$ cat src/rtl/score_seg_scanner_pkg.sv
// Shared constants and helpers for the breakout score display.
// Holds the seven-segment encoder and point clamping.
package score_pkg;

    localparam logic [6:0] SEG_BLANK  = 7'h7F;
    localparam int         DIGITS_MAX = 8;

    // Active-low {g,f,e,d,c,b,a}; anything outside 0..9 goes dark
    function automatic logic [6:0] seg_encode(input logic [3:0] bcd);
        logic [6:0] pat;
        pat = SEG_BLANK;
        case (bcd)
            4'd0: pat = 7'b1000000;
            4'd1: pat = 7'b1111001;
            4'd2: pat = 7'b0100100;
            4'd3: pat = 7'b0110000;
            4'd4: pat = 7'b0011001;
            4'd5: pat = 7'b0010010;
            4'd6: pat = 7'b0000010;
            4'd7: pat = 7'b1111000;
            4'd8: pat = 7'b0000000;
            4'd9: pat = 7'b0010000;
            default: pat = SEG_BLANK;
        endcase
        return pat;
    endfunction

    // Non-BCD point values are treated as 9
    function automatic logic [3:0] clamp_pts(input logic [3:0] pts);
        return (pts > 4'd9) ? 4'd9 : pts;
    endfunction

endpackage

$ cat src/rtl/score_seg_scanner_if.sv
// Bundle between collision logic / board pins and the score scanner.
// master drives hit/pts/clear/pause, slave drives score and display.
interface score_seg_scanner_if #(
    parameter int DIGITS = 4
) ();
    logic                  clear;
    logic                  hit;
    logic [3:0]            pts;
    logic                  pause;
    logic [4*DIGITS-1:0]   score_bcd;
    logic                  saturated;
    logic [6:0]            seg;
    logic [DIGITS-1:0]     an;

    modport master (
        output clear, hit, pts, pause,
        input  score_bcd, saturated, seg, an
    );

    modport slave (
        input  clear, hit, pts, pause,
        output score_bcd, saturated, seg, an
    );
endinterface

$ cat src/rtl/score_seg_scanner_bcd_digit_add.sv
// One BCD digit of the score ripple adder.
// Inputs are assumed to be valid BCD digits.
module bcd_digit_add (
    input  logic [3:0] a,
    input  logic [3:0] b,
    input  logic       cin,
    output logic [3:0] sum,
    output logic       cout
);
    logic [4:0] raw;

    // Binary add, then fold results above 9 back into one BCD digit
    always_comb begin
        raw  = {1'b0, a} + {1'b0, b} + {4'd0, cin};
        cout = (raw > 5'd9);
        sum  = cout ? 4'(raw - 5'd10) : raw[3:0];
    end
endmodule

$ cat src/rtl/score_seg_scanner.sv
// Saturating BCD score register plus common-anode scan driver.
// Scan runs off a clock-enable prescaler; an/seg are registered.
module score_seg_scanner
    import score_pkg::*;
#(
    parameter int DIGITS   = 4,
    parameter int CLK_HZ   = 100_000_000,
    parameter int SCAN_HZ  = 1000,
    parameter int BLANK_LZ = 1
) (
    input  logic                 clk,
    input  logic                 rst,
    score_seg_scanner_if.slave   bus
);
    localparam int SCAN_DIV = CLK_HZ / SCAN_HZ;
    localparam int CNT_W    = $clog2(SCAN_DIV);
    localparam int IDX_W    = (DIGITS > 1) ? $clog2(DIGITS) : 1;

    localparam logic [CNT_W-1:0] CNT_LAST = CNT_W'(SCAN_DIV - 1);
    localparam logic [IDX_W-1:0] IDX_LAST = IDX_W'(DIGITS - 1);
    localparam logic [4*DIGITS-1:0] ALL_NINES = {DIGITS{4'h9}};

    logic [4*DIGITS-1:0] score;
    logic                sat;
    logic [4*DIGITS-1:0] sum;
    logic [DIGITS:0]     carry;
    logic [3:0]          add_pts;
    logic                all_nines;

    logic [CNT_W-1:0]    cnt;
    logic                tick;
    logic                tick_q;
    logic [IDX_W-1:0]    idx;
    logic [DIGITS-1:0]   upper_zero;
    logic [DIGITS-1:0]   an_d;
    logic [6:0]          seg_d;
    logic [DIGITS-1:0]   an_q;
    logic [6:0]          seg_q;

    assign add_pts   = clamp_pts(bus.pts);
    assign carry[0]  = 1'b0;
    assign all_nines = (score == ALL_NINES);

    // Full-width ripple; only the ones digit receives the points
    for (genvar g = 0; g < DIGITS; g++) begin : g_dig
        logic [3:0] b_g;
        if (g == 0) begin : g_lsd
            assign b_g = add_pts;
        end else begin : g_hi
            assign b_g = 4'd0;
        end
        bcd_digit_add u_add (
            .a    (score[4*g +: 4]),
            .b    (b_g),
            .cin  (carry[g]),
            .sum  (sum[4*g +: 4]),
            .cout (carry[g+1])
        );
    end

    // Score register: clear wins, then unpaused hits; overflow pins at all 9s
    always_ff @(posedge clk or posedge rst) begin
        if (rst) begin
            score <= '0;
            sat   <= 1'b0;
        end else if (bus.clear) begin
            score <= '0;
            sat   <= 1'b0;
        end else if (bus.hit && !bus.pause) begin
            if (all_nines) begin
                sat <= 1'b1;
            end else if (carry[DIGITS]) begin
                score <= ALL_NINES;
                sat   <= 1'b1;
            end else begin
                score <= sum;
            end
        end
    end

    assign tick = (cnt == CNT_LAST);

    // Prescaler producing one tick every SCAN_DIV clocks
    always_ff @(posedge clk or posedge rst) begin
        if (rst) begin
            cnt <= '0;
        end else begin
            cnt <= tick ? '0 : cnt + 1'b1;
        end
    end

    // Digit index advances on tick; tick_q triggers the display refresh
    always_ff @(posedge clk or posedge rst) begin
        if (rst) begin
            idx    <= '0;
            tick_q <= 1'b0;
        end else begin
            tick_q <= tick;
            if (tick) begin
                idx <= (idx == IDX_LAST) ? '0 : idx + 1'b1;
            end
        end
    end

    // Pick the current digit, blanking it when it is a leading zero
    always_comb begin
        logic z;
        z          = 1'b1;
        upper_zero = '0;
        an_d       = '1;
        seg_d      = SEG_BLANK;
        for (int i = DIGITS - 1; i >= 0; i--) begin
            z             = z & (score[4*i +: 4] == 4'd0);
            upper_zero[i] = z;
        end
        for (int i = 0; i < DIGITS; i++) begin
            if (IDX_W'(i) == idx) begin
                if (!((BLANK_LZ != 0) && (i != 0) && upper_zero[i])) begin
                    an_d[i] = 1'b0;
                    seg_d   = seg_encode(score[4*i +: 4]);
                end
            end
        end
    end

    // Registered pin drivers, refreshed the cycle after each tick
    always_ff @(posedge clk or posedge rst) begin
        if (rst) begin
            an_q  <= '1;
            seg_q <= SEG_BLANK;
        end else if (tick_q) begin
            an_q  <= an_d;
            seg_q <= seg_d;
        end
    end

    assign bus.score_bcd = score;
    assign bus.saturated = sat;
    assign bus.an        = an_q;
    assign bus.seg       = seg_q;
endmodule

$ cat src/flat_wrapper.sv
// flat-port wrapper written by rule: the top's interface ports become plain ports
module score_seg_scanner_flat import score_pkg::*;
#(
    parameter int DIGITS   = 4,
    parameter int CLK_HZ   = 100_000_000,
    parameter int SCAN_HZ  = 1000,
    parameter int BLANK_LZ = 1
)
  (clk, rst, bus_clear, bus_hit, bus_pts, bus_pause, bus_score_bcd, bus_saturated, bus_seg, bus_an);
  score_seg_scanner_if #(.DIGITS(DIGITS)) bus_i ();
  input  logic clk;
  input  logic rst;
  input wire logic [$bits(bus_i.clear)-1:0] bus_clear;
  input wire logic [$bits(bus_i.hit)-1:0] bus_hit;
  input wire logic [$bits(bus_i.pts)-1:0] bus_pts;
  input wire logic [$bits(bus_i.pause)-1:0] bus_pause;
  output wire logic [$bits(bus_i.score_bcd)-1:0] bus_score_bcd;
  output wire logic [$bits(bus_i.saturated)-1:0] bus_saturated;
  output wire logic [$bits(bus_i.seg)-1:0] bus_seg;
  output wire logic [$bits(bus_i.an)-1:0] bus_an;
  assign bus_i.clear = bus_clear;
  assign bus_i.hit = bus_hit;
  assign bus_i.pts = bus_pts;
  assign bus_i.pause = bus_pause;
  assign bus_score_bcd = bus_i.score_bcd;
  assign bus_saturated = bus_i.saturated;
  assign bus_seg = bus_i.seg;
  assign bus_an = bus_i.an;
  score_seg_scanner #(.DIGITS(DIGITS), .CLK_HZ(CLK_HZ), .SCAN_HZ(SCAN_HZ), .BLANK_LZ(BLANK_LZ)) u_core (.clk(clk), .rst(rst), .bus(bus_i));
endmodule
$ cat config.mk
export PLATFORM = sky130hd
export DESIGN_NAME = score_seg_scanner_flat
export DESIGN_NICKNAME = d
export VERILOG_FILES = /design/src/rtl/score_seg_scanner_pkg.sv /design/src/rtl/score_seg_scanner_if.sv /design/src/rtl/score_seg_scanner_bcd_digit_add.sv /design/src/rtl/score_seg_scanner.sv /design/src/flat_wrapper.sv
export SDC_FILE = /design/constraint.sdc
export NUM_CORES = 1
export LEC_CHECK = 0
export CORE_MARGIN = 2
export CORE_UTILIZATION = 59
export CTS_BUF_LIST = sky130_fd_sc_hd__clkbuf_16
export DETAILED_ROUTE_END_ITERATION = 6
export PLACE_DENSITY = 0.93
export SETUP_SLACK_MARGIN = 0.1
export SLEW_MARGIN = 10
export SYNTH_ARGS = -nofsm -noshare
export SYNTH_HDL_FRONTEND = slang
export SYNTH_HIERARCHICAL = 1
export SYNTH_SLANG_ARGS = --single-unit
$ cat constraint.sdc
create_clock -name clk -period 8.62 [get_ports clk]
set_input_delay 1.724 -clock clk [delete_from_list [all_inputs] [get_ports clk]]
set_output_delay 1.724 -clock clk [all_outputs]
set_load 0.05 [all_outputs]
# Yosys cells after proc, flatten, opt, wreduce, memory -nomap -nowiden
# Memory sizes are Yosys's and may differ from the RTL's.
# Cells that the tools add are included.
[word_totals]
in_bits = 9
n_memories = 4
out_inout_bits = 28
regBits = 48
mem_bits_rw = 0
elab_cells = 72
mem_bits_ro = 448
latch_bits = 0
[memory_table]
columns = ["name", "depth", "width", "rd", "rd_clocked_by_memory_dff", "write_ports", "line", "source"]
rows = [
  ["(name not given)", 16, 7, 1, 0, 0, "score_seg_scanner_pkg.sv:12", "case (bcd)"],
  ["(name not given)", 16, 7, 1, 0, 0, "score_seg_scanner_pkg.sv:12", ""],
  ["(name not given)", 16, 7, 1, 0, 0, "score_seg_scanner_pkg.sv:12", ""],
  ["(name not given)", 16, 7, 1, 0, 0, "score_seg_scanner_pkg.sv:12", ""],
]
[classes]
shift = 0
mux = 28
n_bitwise = 2
div = 0
eq_ne = 7
reduce_logical = 10
multipliers = 0
add_sub_neg = 9
order_cmp = 5
[ops]
columns = ["operator", "n"]
rows = [
  ["$mux W16", 4],
  ["$mux W7", 7],
  ["$gt A5 B4 Y1 const B", 4],
  ["$add A17 B1 Y17 const B", 1],
  ["$eq A17 B17 Y1 const B", 1],
  ["$mux W17", 1],
  ["$eq A16 B16 Y1 const B", 1],
  ["$mux W4", 4],
  ["$add A4 B1 Y5", 3],
  ["$logic_not A4 Y1", 3],
  ["$sub A4 B4 Y4 const B", 3],
  ["$mux W1", 11],
  ["$add A4 B4 Y5", 1],
  ["$eq A2 B2 Y1 const A", 2],
  ["$gt A4 B4 Y1 const B", 1],
  ["$reduce_and A2 Y1", 2],
  ["$reduce_bool A3 Y1", 1],
  ["$add A2 B1 Y2 const B", 1],
  ["$and A1 B1 Y1", 2],
  ["$eq A1 B2 Y1 const A", 1],
  ["$eq A2 B2 Y1 const B", 1],
  ["$logic_not A2 Y1", 1],
  ["$mux W2", 1],
  ["$ne A2 B2 Y1 const B", 1],
  ["3 further kinds", 3],
]

# Depth between registers and ports, before layout
# Gate-level depths: netlist of run 1.
[depth]
word_depth = 14
mapped_depth = 30
ltp_nobuf = 29

# Cells and area by module
# The synthesis of run 1 kept the hierarchy.
[by_module_without_submodules]
columns = ["module", "seq_area_each_um2", "area_per_inst_um2", "cells_each", "instances"]
rows = [
  ["score_seg_scanner", 1214.9, 3186.8, 358, 1],
  ["bcd_digit_add", 0.0, 211.5, 22, 4],
]

# Least setup slack after synthesis of run 1
# No wires, ideal clock.
[synth_timing]
path_kind = "input port to flip-flop"
start = "input bus_pts[1]"
end = "register u_core.score[10], in the netlist u_core/bus.score_bcd[10]"
required_ns = 8.484
setup_slack_ns = -0.344
arrival_ns = 8.828
n_path_buf = 2
stages = 30
cell_sequence = "o21ai_0 > nand2b_1 > fa_1 > fa_1 > xnor2_1 > ha_1 > a31o_1 > o31ai_4 > fa_1 > fa_1 > xnor2_1 > ha_1 > a31o_1 > o31ai_4 > fa_1 > fa_1 > xnor2_1 > ha_1 > a31o_1 > o31ai_4 > fa_1 > fa_1 > xnor2_1 > ha_1 > a31o_1 > o31ai_4 > clkbuf_1 > clkbuf_1 > nand3b_1 > a21oi_1"
[synth_between]
elab_chain_cells = 14
word_cells_on_any_way = 16
cone_classes = "5 x add/sub; 5 x order compare; 6 x mux"
[synth_lines]
columns = ["element", "line", "source"]
rows = [
  ["from (decl)", "flat_wrapper.sv:15", "input wire logic [$bits(bus_i.pts)-1:0] bus_pts;"],
  ["$gt A4 B4 Y1", "score_seg_scanner_pkg.sv:30", "return (pts > 4'd9) ? 4'd9 : pts;"],
  ["$mux W4", "score_seg_scanner_pkg.sv:30", ""],
  ["named net u_core.add_pts[0]", "score_seg_scanner.sv:27", "logic [3:0] add_pts;"],
  ["$add A4 B4 Y5", "score_seg_scanner_bcd_digit_add.sv:14", "raw = {1'b0, a} + {1'b0, b} + {4'd0, cin};"],
  ["$gt A5 B4 Y1", "score_seg_scanner_bcd_digit_add.sv:15", "cout = (raw > 5'd9);"],
  ["named net u_core.carry[1]", "score_seg_scanner.sv:26", "logic [DIGITS:0] carry;"],
  ["$add A4 B1 Y5", "score_seg_scanner_bcd_digit_add.sv:14", ""],
  ["$gt A5 B4 Y1", "score_seg_scanner_bcd_digit_add.sv:15", ""],
  ["named net u_core.carry[2]", "score_seg_scanner.sv:26", ""],
  ["[2 not listed]", "n/a", ""],
  ["named net u_core.carry[3]", "score_seg_scanner.sv:26", ""],
  ["$add A4 B1 Y5", "score_seg_scanner_bcd_digit_add.sv:14", ""],
  ["$gt A5 B4 Y1", "score_seg_scanner_bcd_digit_add.sv:15", ""],
  ["named net u_core.carry[4]", "score_seg_scanner.sv:26", ""],
  ["$mux W16", "score_seg_scanner.sv:72", "end else if (carry[DIGITS]) begin"],
  ["$mux W16", "score_seg_scanner.sv:70", "if (all_nines) begin"],
  ["$mux W16", "score_seg_scanner.sv:69", "end else if (bus.hit && !bus.pause) begin"],
  ["$mux W16", "score_seg_scanner.sv:66", "end else if (bus.clear) begin"],
  ["to (signal assigned)", "score_seg_scanner.sv:76", "score <= sum;"],
  ["to (decl)", "score_seg_scanner.sv:23", "logic [4*DIGITS-1:0] score;"],
]
# The timed path passes the listed nets, and every way through them passes these cells. The select of a mux whose other input is x is not followed.
# A chain may end at the register's enable or synchronous reset.

# Worst setup path in the final report of run 1
[layout_timing]
start = "input bus_pts[1]"
end = "register u_core.score[14], in the netlist u_core/bus.score_bcd[14]"
# The elaborated chain is that of the path after synthesis.

==> impl_summary.md, run 1 <==
Global route
For this run the aggregate overflow at the end of global routing stands at 0. The maximum number of pins on one net before global-route repair is between 40 and 50. The total routing usage reported by global routing is approximately 28%.

The initial antenna violation count was 0. The first-pass GRT wire length is approximately 17 mm. The via count of the first global-routing pass is about 3700.

Setup path
The cell class contributing the biggest share of worst-path delay is adder cells. The data arrival time of the critical path is approximately 8600 ps. The count of buffering cells on the critical path with inverters included is 6. STA classifies the critical path startpoint as a primary input. STA classifies the critical path endpoint as a flop. The cell with the largest stage delay on the worst path is fa_2.

The kind of critical path is in2reg. The maximum fanout along the worst path is 4. The largest single stage delay on the critical path is 560 ps. Data on the critical path is required at its endpoint by a little under 9000 ps. The most repeated library cell on the critical path is fa_2.

Final layout
At the end of the flow, the number of nets in the layout was just under 600. The diode insertion count for antenna repair is 0. The area growth from synthesis to layout is 26.37%.

The post-route netlist has about a fifth of its cells at a drive strength greater than 1. The cell area after layout is approximately 5000 µm². The area taken by multi-input logic gates is between 2000 and 3000 µm². In the layout the commonest cells are 37 x ha_1, 37 x dfrtp_1, 35 x buf_4. For this run, the share of the core covered by cells in the final layout is between 70% and 80%. The number of fill cells in the layout is ~400. In the final layout, flip-flops and latches occupy approximately 1200 µm².

STA
The count of final hold-check violations is 0. The worst-case hold slack is around 500 ps. The final setup violation count is 0.

The max-slew violation count was 0. The maximum frequency from static timing analysis is between 0.1 and 0.15 GHz. The clock skew is 9.527 ps. The slew of the pin with the lowest slew margin is 1036 ps.

Setup repair after global routing left no endpoint under its margin. The worst path uses a little over nine tenths of the clock period. Measured against its own limit, the worst slew margin works out to between 30% and 40%. The minimum period implied by the final worst setup slack is 8399 ps.

Synthesis
The synthesized flop and latch total is 48. The number of different library cells used by synthesis comes to 56. The area of the mapped netlist is around 4000 µm². The most used flip-flop cell after synthesis is dfrtp_1. The post-synthesis cell count is between 400 and 500. The share of the Yosys chip area taken by registers is a little under a third. Yosys attributes the largest share of cell area to dfrtp_1 23%, ha_1 13%, dfstp_2 7.2%. The synthesized area per cell is about 9 µm². The number of warnings issued by yosys is 6. The synthesized design contains 0 enable-type register cells. Counting flops with an async set or reset pin after synthesis yields a share of 100.0%.

Summed over its instances, the top area cell type makes up around 23% of the synthesized netlist area. The most area-hungry cell type in the Yosys netlist is dfrtp_1.

Floorplanning
The top-level I/O count is 37. The initialized floorplan defines 30 standard-cell rows. The total die area is approximately 7500 µm². The placeable core region is 6719 µm². The overall die height is ~87 µm.

In this run the horizontal extent of the chip is approximately 87 µm. The initial core utilization is 60.02%.

Placed design
The sum of net half-perimeters after detailed placement is between 7 and 8 mm. The number of port buffers is 36. The routability-driven placement congestion ratio is around 0.93.

The placed instances occupy a cell area of about 4600 µm².

Route
Dividing the detail-routed wire length by the instance count gives ~18 µm. The routed length on met2 is between 5 and 6 mm. The total wire length after detailed routing is 10.92 mm. The via count of the routed design is between 3000 and 4000. In this run the top signal layer used is met4. Detailed routing placed a total of 667 µm of wire on met3.

For this block, wires on met1 add up to about 4.4 mm. In this run the remaining antenna-violating nets after routing total 0. The detailed router finished its first iteration with ~440 violations.

The via count normalized by instance count is 6.395. The post-route DRC violation count is 0. The first detailed-routing pass took 5 iterations.

Power
The worst IR drop on VDD is about 140 µV. The leakage power is between 0.002 and 0.0025 µW. The power per standard cell area is 295.9 nW/µm². The design draws approximately 1500 µW.

CTS
TritonCTS built the clock tree. The cell at the root of the clock tree is clkbuf_16. The clock insertion delay at the later pin of the skew report is a little under 300 ps. The H-tree depth reported by CTS is 2.

Clock tree synthesis found a total of 48 sinks. Counting along the longest clock path gives a buffer depth of 2. The number of clock buffers inserted by TritonCTS is 5.

The post-CTS clock slew at the launch and capture registers of the worst setup and hold paths is roughly 70 ps.

Job
The max-cap check violation count is 0.

Outcome
The flow ran to the end, and the final reports show no timing, DRC or antenna violations.

Hold path
The path type of the worst min-delay path is reg2reg.
-- power breakdown --
group	internal [µW]	switching [µW]	leakage (µW)
logic	506	511	0.00146
clock network	107	86.8	0.0000716
registers	241	56.0	0.000608
-- cells in the mapped netlist (12+ instances only) --
master and number:
ha_1 41, a21oi_1 37, dfrtp_1 37, nand2_1 30
inv_1 28, nor2_1 23, o21ai_0 19, xnor2_1 17
nor2b_1 16, nand2b_1 15, clkbuf_1 14, nor3_1 13
nand3_1 12
-- what timing repair did --
item	in CTS	in global routing
setup endpoints to repair	17	17
resized for setup	31	18
pin swaps	21	20
buffers inserted	10	9
hold buffers	0	0
-- cell type report --
cell class	instances	share of cell area, %
clock buffer	5	2.455
clock inverter	3	0.3437
inverter	28	2.161
multi-input combinational	368	56.62
sequential	48	23.84
tap	80	1.964
timing repair buffer	73	12.62
-- tightest hold or removal path, delay by kind of cell (launching register included) --
family / cells / cell delay, ps
simple gates: 1 / 50
flops: 1 / 370
compound gates: 1 / 70
-- sequential cells by signal, indices dropped and copies added, names as in the netlist --
name	flops
u_core/cnt	17
u_core/bus.score_bcd	16
u_core/bus.seg	7
u_core/bus.an	4
u_core/idx	2
u_core/bus.saturated	1
u_core/tick_q	1
-- path summary, 6_finish.rpt --
check	from	endpoint	slack [ps]	cells after the start
max in group asynchronous	rst	u_core/bus.score_bcd[2]	5970	2
worst max register to register	u_core/bus.score_bcd[0]	u_core/bus.score_bcd[14]	1450	28
worst max-delay path	bus_pts[1]	u_core/bus.score_bcd[14]	220	31
worst min-delay path	u_core/bus.an[0]	u_core/bus.an[0]	490	2
min in group asynchronous	rst	u_core/cnt[1]	2000	2
worst min register to register	u_core/bus.an[0]	u_core/bus.an[0]	490	2
-- logic make-up after synthesis --
group,share of synthesized area (%)
simple gates,20.42
compound gates,21.53
fa+ha+maj,16.69
flops,30.13
buf+inv,4.375
xor+xnor,5.212
mux,1.551
other cells,0.09299
-- metrics by stage --
step           instances  setup TNS [ps]  setup WS (ps)
6_report             605               0          221.4
3_5_place_dp         578          -13990         -947.9
2_1_floorplan        461               0           2951
4_1_cts              596               0          142.1
3_3_place_gp         578           -7445         -481.5
5_1_grt              605               0          21.11
-- per-layer routing --
| metal | up-vias | track usage, % |
|---|---|---|
| met3 | 56 | 3.333 |
| met4 | 0 | 10.80 |
| met1 | 1828 | 35.52 |
| li1 | 1772 | - |
| met5 | - | 0 |
| met2 | 213 | 49.65 |
(Power assumes the default switching activity.)
==> run 2: changes to the inputs <==
Settings changed: CORE_UTILIZATION 59 to 45, PLACE_DENSITY 0.93 to 0.76, SYNTH_HIERARCHICAL 1 to unset.
==> run 2 against run 1 <==
Die area grew 23%. Non-clock buffer count fell by 35. First-iteration DRC count shrank 68%. Power is 64% lower. Synthesized cell count unchanged. Via count decreased by 14%. Highest routed layer unchanged.
==> impl_summary.md, run 2 <==
Synthesis
The number of unique standard cell types used by synthesis is 68 (+21%). The synthesized flop and latch total is 48 (unchanged). The sequential share of the synthesized area is 31.71% (+1.6 points).

dfrtp_1 takes more of the synthesized area than any other cell. The synthesized area per cell is 8.590 µm² (-5.0%). The area share of the largest cell type after synthesis is 24.17% (+1.2 points). The predominant post-synthesis flop cell is dfrtp_1. The share of async-settable or async-resettable flops after synthesis is 100.0% (unchanged). The synthesized net count is slightly below 500. The number of enable flip-flop cells after synthesis is 0 (unchanged). The number of warnings issued by yosys is 0 (-6).

Yosys attributes the largest share of cell area to dfrtp_1 24%, ha_1 12%, dfstp_2 7.5%. The most common cell in the synthesized netlist is nor2_1. The post-synthesis cell count came to 446 (unchanged).

The area of the mapped netlist is 3831 µm² (-5.0%). After synthesis, the most frequently instantiated cells are 46 x nor2_1, 38 x ha_1, 37 x dfrtp_1, 28 x inv_1, 27 x nand2_1.

Setup path
The flop-to-flop setup slack came to 2610 ps (+1160 ps). The data arrival time of the critical path was 7820 ps (-780 ps). In this run the worst setup path begins at bus_pts[3]. The delay of the slowest cell on the worst path is 520 ps (-40 ps). In this run the critical register-to-register path is captured at u_core.bus.score_bcd[6]. The launching element type of the critical path is a primary input. The worst reg2reg path startpoint is u_core.bus.score_bcd[1].

By instance count, the cell type seen most on the critical path is ha_1. The number of cells on the critical path is 26 (-16%). In this run the worst setup path terminates at u_core.bus.score_bcd[6].

The count of buffering cells on the critical path with inverters included is 3 (-3). STA classifies the critical path endpoint as a flop. The cell family contributing the most delay on the critical path is adder cells. The critical path is of the in2reg type. The cell with the largest stage delay on the worst path is clkdlybuf4s50_1. The path depth of the worst reg2reg path is 22 (-21%).

The required time of the critical path was 8840 ps (+20 ps). The maximum fanout along the worst path was 14 (+10).

Route
The via count normalized by instance count is 5.778 (-9.7%). The routed metal-1 wirelength is 4.296 mm (-2.3%). The residual antenna-violating net count after detailed routing was 0 (unchanged). The routed length on met2 is 4.055 mm (-26%).

The via count of the routed design was 3328 (-14%). The amount of wire on met3 after detailed routing came to 414 µm (-38%). The highest signal layer in the routed design is met4. The post-route DRC violation count came to 0 (unchanged).

The average wire per cell in the routed design is 15.38 µm (-15%). The iteration count of the initial detailed-routing pass was 5 (unchanged). The initial DRC count is 142 (-68%). The total wire length after detailed routing is 8.857 mm (-19%).

CTS
The clock sink count is 48 (unchanged). The total of cells resized after clock tree synthesis is 0 (-100%). The H-tree depth reported by CTS is 2 (unchanged). The clock insertion delay at the later pin of the skew report is 290 ps (about the same). The number of buffers on the longest clock path is 2 (unchanged). The cell at the root of the clock tree is clkbuf_16. The post-CTS clock slew at the launch and capture registers of the worst setup and hold paths came to 70 ps (about the same). The buffers inserted during post-CTS setup optimization is 0 (-10). The count of hold-fix buffers inserted at cts is 0 (unchanged). The number of clock buffers inserted by TritonCTS is 5 (unchanged).

TritonCTS built the clock tree.

Placed design
The pre-CTS setup slack came to 736.6 ps (+1685 ps). The sum of net half-perimeters after detailed placement is 6.477 mm (-9.1%). The number of port buffers is 36 (unchanged). The routability-driven placement congestion ratio is 0.9200 (-1.4%).

The post-place instance area is 4242 µm² (-8.8%).

Final layout
In the layout the commonest cells are 46 x nor2_1, 38 x ha_1, 37 x dfrtp_1. The number of fill cells in the layout is 737 (+85%). The area occupied by registers was 1215 µm² (unchanged). The area taken by multi-input logic gates is 2415 µm² (-16%).

The final core utilization is 53.71% (-22 points). The most common cell after layout, fill and taps aside is nor2_1. The final-stage net count came to 518 (-11%). The register with the most flip-flops in the final layout is u_core.cnt. The ratio of cells with drive above 1 in the final layout is 9.342% (-10 points). The number of flip-flops under the largest register name is 17 (unchanged). The area growth from synthesis to layout is 15.19%. The cell area after layout was 4413 µm² (-13%). The diode insertion count for antenna repair is 0 (unchanged).

STA
The maximum frequency from static timing analysis came to 0.1316 GHz (+10%). The count of final hold-check violations is 0 (unchanged). The minimum period implied by the final worst setup slack is 7601 ps (-797.5 ps).

The final setup violation count is 0 (unchanged). The worst setup slack after layout came to 1019 ps (+797.5 ps). The share of the clock period used by the worst path after layout was 88.18% (-9.3 points). The relative slew slack is 24.77% (-6.0 points). The clock skew is 5.613 ps (-3.914 ps).

Setup repair after global routing left no endpoint under its margin. The slew of the pin with the lowest slew margin was 1119 ps (+82.85 ps). The max-slew violation count is 0 (unchanged). The setup TNS was 0 ps (unchanged).

Global route
The via count of the first global-routing pass is 3148 (-15%). The first-pass GRT wire length is 14.84 mm (-13%). The initial antenna violation count came to 0 (unchanged). The total routing usage reported by global routing was 20.43% (-7.8 points). The maximum number of pins on one net before global-route repair is 49 (unchanged).

The overall overflow remaining after global route is 0 (unchanged).

Power
The worst IR drop on VDD is 108.5 µV (-21%). The power per standard cell area was 121.8 nW/µm² (-59%). The leakage power is 0.001717 µW (-20%).

Hold path
The min-delay analysis places its worst path in the category reg2reg.

Floorplanning
The overall die height is 96.27 µm (+11%). The initial core utilization is 46.63% (-13 points). The placeable core region came to 8217 µm² (+22%).

The total die area was 9268 µm² (+23%). The number of core rows is 33 (+10%). The die extent in x is 96.27 µm (+11%).

The top-level I/O count came to 37 (unchanged).

Job
The max-cap check violation count is 0 (unchanged).

Outcome
The run finished with clean final reports.
-- run 2: worst reg2reg max path, cell delays in order (launching register included) --
cell      delay (ps)
dfrtp_1          490
inv_1            180
fa_1             480
xor2_1           280
and2_1           210
o21ai_0           90
ha_1             230
ha_1             360
or2_2            150
a21oi_1           60
nor3_1           500
ha_1             350
ha_1             340
o21ai_0          150
a211oi_2         410
ha_1             280
ha_1             270
nand2b_1         160
a31oi_1          180
nor3_1            80
buf_4            200
or4_4            430
o211ai_2          80
-- run 2: stage by stage --
stage                     instances  hold slack, ps  total power, µW
after floorplan                 446           447.9            288.7
after global placement          568           474.6            311.6
after detailed placement        568           479.3            312.4
after CTS                       576           491.9            543.1
after global routing            576           509.8            560.4
final                           576           488.4            537.5
-- run 2: report_power, final --
| part | switching (µW) | internal (µW) | leakage (µW) |
|---|---|---|---|
| clock network | 90.8 | 138 | 0.0000804 |
| logic | 45.4 | 30.9 | 0.00102 |
| registers | 5.11 | 227 | 0.000615 |
| total | 141 | 396 | 0.00172 |
-- run 2: cell families after synthesis --
family | Yosys count | share of synthesized area, %
AOI/OAI and AO/OA | 117 | 20.41
xor gates and xnor gates | 21 | 4.801
adders and majority gates | 39 | 12.93
buffers and inverters | 49 | 5.258
DFF | 48 | 31.71
muxes | 3 | 0.8491
and+or+nand+nor | 169 | 24.04
-- run 2: worst min path at each step --
stage,cells past startpoint,slack (ps),start,end
final,2,490,u_core.bus.an[3],u_core.bus.an[3]
after detailed placement,2,480,u_core.bus.an[2],u_core.bus.an[2]
after global placement,1,470,u_core.cnt[0],u_core.cnt[0]
after global routing,1,510,u_core.cnt[14],u_core.cnt[14]
after CTS,2,490,u_core.bus.an[2],u_core.bus.an[2]
after floorplan,1,450,u_core.cnt[0],u_core.cnt[0]
-- run 2: layer usage --
metal	GRT usage [%]	vias up
met2	32.99	85
li1	-	1626
met1	28.82	1609
met4	5.476	0
met3	2.584	8
met5	0	-
-- run 2: final cells by class --
| class | instances | share of cell area (%) |
|---|---|---|
| flip-flops and latches | 48 | 27.53 |
| inverters | 28 | 2.382 |
| clock buffers | 5 | 2.835 |
| clock inverters | 3 | 1.049 |
| well taps | 105 | 2.977 |
| repair buffers | 38 | 8.506 |
| multi-input cells | 349 | 54.72 |
==> variant 1, RTL diff (flow settings as in run 2) <==
`CLK_HZ` is set to 100_000_000 in 2 places; all go to 50_000_000.
--- a/src/rtl/score_seg_scanner.sv
+++ b/src/rtl/score_seg_scanner.sv
@@ -4,7 +4,7 @@
     import score_pkg::*;
 #(
     parameter int DIGITS   = 4,
-    parameter int CLK_HZ   = 100_000_000,
+    parameter int CLK_HZ   = 50_000_000,
     parameter int SCAN_HZ  = 1000,
     parameter int BLANK_LZ = 1
 ) (
--- a/src/flat_wrapper.sv
+++ b/src/flat_wrapper.sv
@@ -2,7 +2,7 @@
 module score_seg_scanner_flat import score_pkg::*;
 #(
     parameter int DIGITS   = 4,
-    parameter int CLK_HZ   = 100_000_000,
+    parameter int CLK_HZ   = 50_000_000,
     parameter int SCAN_HZ  = 1000,
     parameter int BLANK_LZ = 1
 )
Formal check against the unedited RTL: same outputs for any inputs over 10 cycles, from zero or initial values and one cycle with rst high; that may be too few to reach the edited logic, so the function may still have changed.
==> variant 1 against run 2 <==
  * Utilization is 0.38 points lower
  * Cell area fell by 1.7%
  * Synthesized area is 2.1% lower
  * Non-clock buffer count fell by 1
  * Fmax hardly changed
  * Global-route usage is 0.92 points higher
  * Wire length rose by 4.1%
  * Power shrank 0.69%
  * Final cell count fell by 1.4%
  * Sequential cell count decreased by 1
  * Setup slack improved by 1.5 ps
==> variant 1: results (changes against run 2) <==
metric	value	unit	change
drive_above_1_share	9.071	%	-0.27 points
synth_common_cells	45 x nor2_1, 38 x ha_1, 36 x dfrtp_1		
first_pass_iters	4		-1
cpMaxStageDelayCell	clkdlybuf4s50_1		
diodes	0		unchanged
cts_max_level	2		unchanged
cts_buffer_depth	2		unchanged
post-place-cells	560		-1.4%
critPathTopFamily	adder cells		
yosys_warnings	0		unchanged
fin_worst_skew	4.982	ps	-0.6317 ps
pre_cts_ws	776.6	ps	+39.96 ps
peakVddDrop	0.00009013	V	-17%
wl_per_cell	16.23	um	+5.5%
antenna_found_initial	0		unchanged
synth_seq_area_share	31.71	%	about the same
p_sw	0.1416	mW	+0.18%
cts-root-buf	clkbuf_16		
leakage	1.824	nW	+6.3%
dr.first_iter.drc_count	215		+51%
vias	3327		-0.030%
grt_pass1_vias	3236		+2.8%
grt_pass1_wl	15300	um	+3.1%
routed_wl	9218	um	+4.1%
nNetsFinal	510		-1.5%
min_from	u_core.bus.an[3]		
drtAntennaViolNets	0		unchanged
cts_buffers	5		unchanged
combinationalPowerShare	14.8	%	+0.6 points
async_reset_ff_share	100.0	%	unchanged
grt_usage	21.35	%	+0.92 points
cp_max_fo	13		-1
cts_resized	0		unchanged
tightest_slew	977.1	ps	-142.1 ps
dpl.hpwl	6818	um	+5.3%
grt_max_degree	48		-2.0%
avgSynthCellArea	8.587	sq um	about the same
synth_area_leaders	dfrtp_1 24%, ha_1 13%, dfstp_2 7.7%		
gp_congestion	0.9800		+6.5%
fill_cells	737		unchanged
worstPathArrival	7770	ps	-50 ps
powerDensity	123.0	nW/um^2	+1.0%
outcome	finished clean		
ys_types	65		-4.4%
syn_nets	485		-1.8%
r2r-start	u_core.bus.score_bcd[1]		
p_clk_share	42.1	%	-0.5 points
area_growth	15.61	%	
clkSlewWorstSetupHoldPaths	60	ps	
variant 1: cell types whose count changed after synthesis, sizes merged, moves of 4 or more:
cell	change
mux2i	+4
nand2b	-11
nor3	+7
or4	-4
clkbuf	-5
o21ai	+10
o22ai	-11
xnor2	-4
variant 1: metal layers:
layer  part of all wire [%]  track usage (%)  up-vias
met5                      0                0        -
met4                    1.2            5.072        0
met3                    4.5            1.660       11
met2                     48            36.80      100
met1                     46            29.16     1612
li1                       -                -     1604
variant 1: worst paths after layout:
path                                            end  slack [ps]  cells past startpoint
hold reg to reg                    u_core.bus.an[3]         470                      2
setup / recovery           u_core.bus.score_bcd[10]        1020                     27
max in group asynchronous            u_core.cnt[13]        6030                      2
min in group asynchronous  u_core.bus.score_bcd[15]        1990                      2
setup reg to reg           u_core.bus.score_bcd[10]        2570                     23
hold / removal                     u_core.bus.an[3]         470                      2
variant 1: kinds of logic after synthesis:
group,after synthesis,share of synthesized area [%]
DFF,47,31.71
muxes,9,2.534
xor gates and xnor gates,19,4.435
and+or+nand+nor,156,21.41
buffers and inverters,49,5.435
adders and majority gates,39,13.20
AOI/OAI and AO/OA,118,21.27
variant 1: cell type report:
class / instances / area [sq um] / area share [%]
Clock buffer: 5 / 125.1 / 2.884
Clock inverter: 3 / 47.55 / 1.096
Inverter: 30 / 112.6 / 2.596
Multi-Input combinational cell: 341 / 2364 / 54.49
Sequential cell: 47 / 1190 / 27.43
Tap cell: 105 / 131.4 / 3.029
Timing Repair Buffer: 37 / 367.9 / 8.480
variant 1: through the flow:
stage | hold slack, ps | cell area (sq um)
2_1_floorplan | 447.4 | 3752
3_3_place_gp | 459.7 | 4160
3_5_place_dp | 461.4 | 4160
4_1_cts | 471.8 | 4333
5_1_grt | 509.8 | 4338
6_report | 468.4 | 4338
==> variant 2, RTL diff (settings of run 2) <==
Made on the original files. Make the reset (`rst`) synchronous in 4 clocked blocks.
--- a/src/rtl/score_seg_scanner.sv
+++ b/src/rtl/score_seg_scanner.sv
@@ -59,7 +59,7 @@
     end
 
     // Score register: clear wins, then unpaused hits; overflow pins at all 9s
-    always_ff @(posedge clk or posedge rst) begin
+    always_ff @(posedge clk) begin
         if (rst) begin
             score <= '0;
             sat   <= 1'b0;
@@ -81,7 +81,7 @@
     assign tick = (cnt == CNT_LAST);
 
     // Prescaler producing one tick every SCAN_DIV clocks
-    always_ff @(posedge clk or posedge rst) begin
+    always_ff @(posedge clk) begin
         if (rst) begin
             cnt <= '0;
         end else begin
@@ -90,7 +90,7 @@
     end
 
     // Digit index advances on tick; tick_q triggers the display refresh
-    always_ff @(posedge clk or posedge rst) begin
+    always_ff @(posedge clk) begin
         if (rst) begin
             idx    <= '0;
             tick_q <= 1'b0;
@@ -124,7 +124,7 @@
     end
 
     // Registered pin drivers, refreshed the cycle after each tick
-    always_ff @(posedge clk or posedge rst) begin
+    always_ff @(posedge clk) begin
         if (rst) begin
             an_q  <= '1;
             seg_q <= SEG_BLANK;
Check against the original RTL: differs if rst is asserted again (counterexample within 4 cycles, from zero or initial values and one cycle with rst high); with rst held inactive, the same outputs for 10 cycles.
==> variant 2 against run 2 <==
  * Fmax is 5.7% lower
  * Sequential cell count is 28 higher
  * Register-to-register slack worse by 380 ps
  * Global-route usage is 0.23 points lower
  * Final cell count is 27% higher
  * Power is 54% higher
  * Synthesized area is 28% higher
  * Clock power is 62% higher
  * Setup slack worse by 460 ps
  * Cell area is 30% higher
  * Wire length is 30% higher
  * Largest cell class unchanged
  * Largest power group is now the clock network
==> variant 2: results (changes against run 2) <==
metric	value	unit	change
pre_cts_ws	30.63	ps	-706.0 ps
avgSynthCellArea	8.808	sq um	+2.5%
m1WireLength	5220	um	+22%
tightest_slew	815.7	ps	-303.5 ps
grt_pass1_wl	18890	um	+27%
die_w	108.3	um	+13%
gp_congestion	0.9416		+2.3%
min_from	u_core.bus.seg[4]		
pwr-share-seq	44.3	%	+1.1 points
cp_max_fo	9		-5
drive_above_1_share	13.85	%	+4.5 points
cts_max_level	3		+1
leakage	2.251	nW	+31%
fill_cells	997		+35%
nonClkBufAreaFrac	8.442	%	-0.063 points
wl_per_cell	15.76	um	+2.5%
grt_pass1_vias	3966		+26%
r2r-start	u_core.bus.score_bcd[0]		
synth_common_cells	76 x dfxtp_1, 43 x nor2_1, 38 x ha_1		
via_per_inst	5.769		-0.15%
synth_seq_area_share	31.07	%	-0.64 points
multi_input_area_share	54.34	%	-0.38 points
final_cells	732		+27%
synth_compound_area_share	25.19	%	+4.8 points
powerComb	0.0881	mW	+15%
fin_worst_skew	8.507	ps	+2.894 ps
post-place-cells	716		+26%
multi_input_area	3117	sq um	+29%
wl_met2	5556	um	+37%
ff2ff_setup_slack	2230	ps	-380 ps
ff_latch_area	1521	sq um	+25%
synth_mux_area_share	5.135	%	+4.3 points
clock_area_share	5.061	%	+1.2 points
async_reset_ff_share	0	%	-100 points
worstSkewPairLatency	330	ps	+40 ps
num-nonclk-inverters	39		+39%
outcome	finished clean		
min_path_cells	1		-1
multi_input_gates	410		+17%
dr.first_iter.drc_count	245		+73%
reg2reg_depth	26		+18%
synth_xor_area_share	3.398	%	-1.4 points
place_area	5398	sq um	+27%
cts_buffers	9		+4
nNetsFinal	636		+23%
wl_met3	391	um	-5.6%
p_sw	0.2071	mW	+46%
grt_usage	20.20	%	-0.23 points
peakVddDrop	0.0001060	V	-2.3%
==> variant 2: cell types whose count changed after synthesis, sizes merged, moves of 6 or more <==
cell	before	now
dfxtp	0	76
dfrtp	37	0
mux2i	1	15
dfstp	11	0
o22ai	12	1
inv	28	38
nand2b	27	18
a211o	0	8
nand3	11	19
clkbuf	13	20
mux2	2	9
o221a	0	7
nor3	9	15
xnor2	14	8
==> variant 2: worst max path at each step <==
stage                           from        to  slack (ps)  cells after the start
after floorplan           bus_pts[2]  register         510                     31
after global placement    bus_pts[3]  register         220                     30
after detailed placement  bus_pts[3]  register          30                     30
after CTS                 bus_pts[3]  register         330                     30
after global routing      bus_pts[3]  register         130                     33
final                     bus_pts[3]  register         560                     29
==> variant 2: layer usage <==
metal / track usage (%) / vias to the layer above
li1: - / 2102
met1: 25.09 / 2002
met2: 33.56 / 90
met3: 4.099 / 29
met4: 9.432 / 0
met5: 0 / -
==> variant 2: what timing repair did <==
action	4_1_cts	5_1_grt
setup buffers	0	1
setup endpoints to repair	0	26
gates resized for setup	0	11
